<file path="src/rtl/pipelined_adder_pkg.sv">
// Shared types and sizing helpers for the carry-pipelined adder.
package pipelined_adder_pkg;

  // Control record that travels with a beat from stage to stage.
  typedef struct packed {
    logic valid;
    logic sub;
    logic carry;
  } stage_rec_t;

  function automatic int slice_w(input int width, input int stages);
    return width / stages;
  endfunction

  function automatic bit slice_ok(input int width, input int stages);
    return (stages > 0) && ((width % stages) == 0);
  endfunction

endpackage

</file>
<file path="src/rtl/pipelined_adder_fa_cell.sv">
// One-bit full adder; the building block of every adder slice.
module fa_cell (
  input  logic a,
  input  logic b,
  input  logic ci,
  output logic s,
  output logic co
);

  assign s  = a ^ b ^ ci;
  assign co = (a & b) | (ci & (a ^ b));

endmodule

</file>
<file path="src/rtl/pipelined_adder.sv">
// WIDTH-bit adder split into STAGES carry-pipelined slices with valid/ready flow control.
// Define ADDER_SUB_EN to add the sub port (sum = a - b - cin when sub=1).
module pipelined_adder
  import pipelined_adder_pkg::*;
#(
  parameter int WIDTH  = 16,
  parameter int STAGES = 4
) (
  input  logic             clk,
  input  logic             rst_n,
  input  logic             in_valid,
  output logic             in_ready,
  input  logic [WIDTH-1:0] a,
  input  logic [WIDTH-1:0] b,
  input  logic             cin,
`ifdef ADDER_SUB_EN
  input  logic             sub,
`endif
  output logic             out_valid,
  input  logic             out_ready,
  output logic [WIDTH-1:0] sum,
  output logic             cout,
  output logic             ovf
);

  localparam int SW = slice_w(WIDTH, STAGES);

  if (!slice_ok(WIDTH, STAGES)) begin : g_bad_cfg
    $error("pipelined_adder: WIDTH must be a non-zero multiple of STAGES");
  end

  logic             adv;
  logic             sub_in;
  logic             ovf_p;
  stage_rec_t       rec_p [STAGES];
  logic [WIDTH-1:0] s_p   [STAGES];
  logic [WIDTH-1:0] a_p   [STAGES];
  logic [WIDTH-1:0] b_p   [STAGES];

  function automatic logic signed_ovf(input logic a_msb, input logic b_msb, input logic s_msb);
    return (a_msb == b_msb) && (s_msb != a_msb);
  endfunction

`ifdef ADDER_SUB_EN
  assign sub_in = sub;
`else
  assign sub_in = 1'b0;
`endif

  // The whole pipe moves as one; a stalled output freezes every stage.
  assign adv      = !out_valid || out_ready;
  assign in_ready = adv;

  for (genvar k = 0; k < STAGES; k++) begin : g_stg
    stage_rec_t       r_in;
    logic [WIDTH-1:0] a_in;
    logic [WIDTH-1:0] b_in;
    logic [WIDTH-1:0] s_in;
    logic [SW-1:0]    bx;
    logic [SW-1:0]    sl;
    logic [SW:0]      c;

    // Operands shift down one slice per stage, so slice k is always at the bottom at stage k.
    if (k == 0) begin : g_head
      assign a_in = a;
      assign b_in = b;
      assign s_in = '0;
      assign r_in = '{valid: in_valid, sub: sub_in, carry: cin ^ sub_in};
    end else begin : g_body
      assign a_in = a_p[k-1];
      assign b_in = b_p[k-1];
      assign s_in = s_p[k-1];
      assign r_in = rec_p[k-1];
    end

    assign bx   = b_in[SW-1:0] ^ {SW{r_in.sub}};
    assign c[0] = r_in.carry;

    for (genvar j = 0; j < SW; j++) begin : g_fa
      fa_cell u_fa (
        .a  (a_in[j]),
        .b  (bx[j]),
        .ci (c[j]),
        .s  (sl[j]),
        .co (c[j+1])
      );
    end

    // Stage k -> k+1: new slice enters at the top of the sum, earlier slices move down.
    always_ff @(posedge clk or negedge rst_n) begin
      if (!rst_n) begin
        rec_p[k] <= '0;
        s_p[k]   <= '0;
        a_p[k]   <= '0;
        b_p[k]   <= '0;
      end else if (adv) begin
        rec_p[k] <= '{valid: r_in.valid, sub: r_in.sub, carry: c[SW]};
        s_p[k]   <= (s_in >> SW) | (WIDTH'(sl) << (WIDTH - SW));
        a_p[k]   <= a_in >> SW;
        b_p[k]   <= b_in >> SW;
      end
    end

    if (k == STAGES - 1) begin : g_tail
      always_ff @(posedge clk or negedge rst_n) begin
        if (!rst_n) begin
          ovf_p <= 1'b0;
        end else if (adv) begin
          ovf_p <= signed_ovf(a_in[SW-1], bx[SW-1], sl[SW-1]);
        end
      end
    end
  end

  assign out_valid = rec_p[STAGES-1].valid;
  assign cout      = rec_p[STAGES-1].carry;
  assign sum       = s_p[STAGES-1];
  assign ovf       = ovf_p;

endmodule

</file>
<file path="config.mk">
export PLATFORM = sky130hd
export DESIGN_NAME = pipelined_adder
export DESIGN_NICKNAME = d
export VERILOG_FILES = /design/src/rtl/pipelined_adder_pkg.sv /design/src/rtl/pipelined_adder_fa_cell.sv /design/src/rtl/pipelined_adder.sv
export SDC_FILE = /design/constraint.sdc
export NUM_CORES = 1
export LEC_CHECK = 0
export ABC_AREA = 0
export BUFFER_PORTS_ARGS = -buffer_cell sky130_fd_sc_hd__buf_2
export CORE_UTILIZATION = 32
export DETAILED_ROUTE_END_ITERATION = 12
export GPL_ROUTABILITY_DRIVEN = 0
export PLACE_DENSITY = 0.56
export SYNTH_ARGS = -nofsm -noshare
export SYNTH_HDL_FRONTEND = slang
export SYNTH_SLANG_ARGS = --single-unit
</file>
<file path="constraint.sdc">
create_clock -name clk -period 4.5 [get_ports clk]
set_clock_uncertainty 0.1 [all_clocks]
set_input_delay 0 -clock clk [delete_from_list [all_inputs] [get_ports clk]]
set_output_delay 0 -clock clk [all_outputs]
set_load 0.02 [all_outputs]
</file>
==> flow_metrics.py <==
metrics = {
    "sta": {
        "relSlewSlack_pct": 37.5,
        "hold_viol": 0,
        "setup_viol": 0,
        "report.final.slew_viol_count": 0,
        "rsz0062_at_grt": "false",
        "fin_setup_tns_ns": 0,
        "worst_pin_slew_ns": 0.938,
        "holdWs_ns": 0.0268,
        "period_needed_ns": 2.66,
        "finalCritPeriodShare_pct": 59.2,
        "fmax_ghz": 0.376,
    },
    "floorplan": {
        "core_area_mm2": 0.0132,
        "dieArea_mm2": 0.0140,
        "floorplan.initialDensity_pct": 32.8,
        "die_w_um": 118,
        "row_count": 42,
        "io_pins": 57,
        "die_h_um": 118,
    },
    "finish": {
        "fin_util_pct": 41.2,
        "syn_to_final_growth_pct": 25.8,
        "drive_gt1_share_pct": 39.2,
        "layout_common_cells": "dfrtp_1, mux2_4, buf_2, dlygate4sd3_1, inv_1",
        "antenna_cells": 0,
        "fin_nets": 411,
        "final_area_mm2": 0.00544,
        "fill_cells": 1227,
        "final_common_cell": "dfrtp_1",
    },
    "critical_path": {
        "critPathKind": "flop to flop",
        "arrival_ns": 2.80,
        "cp-end-kind": "flop",
        "required_ns": 4.64,
        "worstSetupStartpointType": "flop",
        "cp_max_fo": 2,
    },
    "global_route": {
        "track_usage_pct": 11.6,
        "grt_max_degree": 62,
        "grt.overflow.total": 0,
        "grt-busiest-layer": "met2",
        "grt.met1_usage_pct": 15.6,
        "grt_pass1_vias": 2414,
        "grtUsageMet3_pct": 3.14,
        "gr-usage-met2_pct": 17.7,
        "antenna_found_initial": 0,
        "grt_pass1_wl_um": 12500,
    },
    "logic_synthesis": {
        "synth_cell_types": 18,
        "ys_seq_elements": 97,
        "synthCells": 265,
        "yosysWarningCount": 0,
        "synth_area_per_cell_um2": 16.3,
        "syn_nets": 319,
        "ys_seq_area_share_pct": 56.2,
        "syn-cell-area_mm2": 0.00432,
    },
    "drt": {
        "drt_pass1_iterations": 4,
        "wl_um": 7340,
        "viasPerCell": 4.19,
        "first_iter_violations": 119,
        "wl_per_cell_um": 13.6,
        "drcViolationCount": 0,
        "via_count": 2252,
        "ant_nets": 0,
    },
    "clocking": {
        "clock-root-buffer": "clkbuf_16",
        "cts_tree": "built",
        "cts_htree_levels": 3,
        "clock_sinks": 97,
        "cts_resized": 0,
        "worstSkewPairLatency_ns": 0.34,
        "path_clk_slew_ns": 0.07,
        "clock_path_buffers": 2,
        "numCtsBuffers": 9,
    },
    "power": {
        "p_leak_nw": 2.59,
        "ir_worst_vdd_mv": 0.304,
        "p_per_area_mw_per_mm2": 687,
        "p_total_mw": 3.74,
    },
    "placement": {
        "hpwl_um": 4700,
        "numPortBuffers": 56,
        "place_area_mm2": 0.00473,
    },
    "run": {
        "maxCapViolCount": 0,
    },
    "status": {
        "status": "finished clean",
    },
    "worst_hold_path": {
        "hold_class": "primary input to flop",
    },
}
registers in the layout, indices dropped and copies added, names as in the netlist:
name        flops
g_stg.a_in     24
g_stg.b_in     24
g_stg.s_in     24
sum            16
g_stg.c         3
g_stg.r_in      3
cout            1
out_valid       1
ovf             1
where the power goes:
group / internal (mW) / switching, mW
registers: 1.25 / 0.228
clock network: 0.599 / 0.324
logic: 0.759 / 0.574
cell type report:
class / count / area (um^2) / share of cell area (%)
clock buffers: 9 / 225 / 4.14
well taps: 176 / 220 / 4.05
repair buffers: 93 / 646 / 11.9
clock inverters: 7 / 143 / 2.62
inverters: 29 / 111 / 2.05
flip-flops and latches: 97 / 2430 / 44.6
multi-input cells: 127 / 1670 / 30.6
layer usage:
layer / wire, um / share of wire [%] / vias up
met5: 0 / 0 / -
li1: - / - / 1065
met2: 3350 / 46 / 42
met4: 121 / 1.6 / 0
met1: 3620 / 49 / 1135
met3: 250 / 3.4 / 10
through the flow:
step / instances / worst slack (ns)
after floorplan: 265 / 2.01
after global placement: 488 / 1.93
after detailed placement: 488 / 1.89
after CTS: 538 / 1.81
after global routing: 538 / 1.65
final: 538 / 1.84
critical path, cell delays in order (launching register included):
cell and delay, ns:
dfrtp_1 0.40, fa_1 0.42, inv_1 0.09, fa_1 0.18
inv_1 0.06, fa_1 0.40, inv_1 0.09, fa_1 0.42
xor2_1 0.19, o31ai_1 0.23
synth_stat cells:
cell type	number	area [um^2]
nor3b_1	10	75.1
ha_1	1	12.5
mux2_4	56	841
mux2_2	9	101
buf_6	10	113
nor2b_4	1	13.8
a21oi_1	10	50.1
nand2b_1	1	6.26
clkbuf_1	2	7.51
mux2i_1	2	20.0
mux2_1	18	203
nand3b_1	1	7.51
inv_1	28	105
o31ai_1	1	7.51
inv_2	1	3.75
dfrtp_1	97	2430
xor2_1	1	8.76
fa_1	16	320
timing repair:
action / CTS / global route
endpoints found under the hold margin: 89 / 0
setup buffers: 0 / 0
hold buffers: 34 / 0
kinds of logic (layout without fill, tap and decap cells):
kind of cell / count (synthesis) / count (layout) / share of synthesized area, %
AOI/OAI and AO/OA: 11 / 11 / 1.33
adders and majority gates: 17 / 17 / 7.70
xor gates and xnor gates: 1 / 1 / 0.203
muxes: 85 / 85 / 26.9
buffers and inverters: 41 / 138 / 5.30
DFF: 97 / 97 / 56.2
and+or+nand+nor: 13 / 13 / 2.37
final timing paths:
check | start | end | slack, ns | depth (start not counted)
max in group asynchronous | rst_n | g_stg[2].b_in[0] | 3.15 | 3
min in group asynchronous | rst_n | sum[2] | 0.18 | 2
hold reg to reg | g_stg[3].r_in[2] | out_valid | 0.36 | 1
hold / removal | out_ready | sum[13] | 0.03 | 3
setup / recovery | g_stg[3].c[0] | ovf | 1.84 | 9
setup reg to reg | g_stg[3].c[0] | ovf | 1.84 | 9
Note: power is estimated with default switching activity, not from simulation.
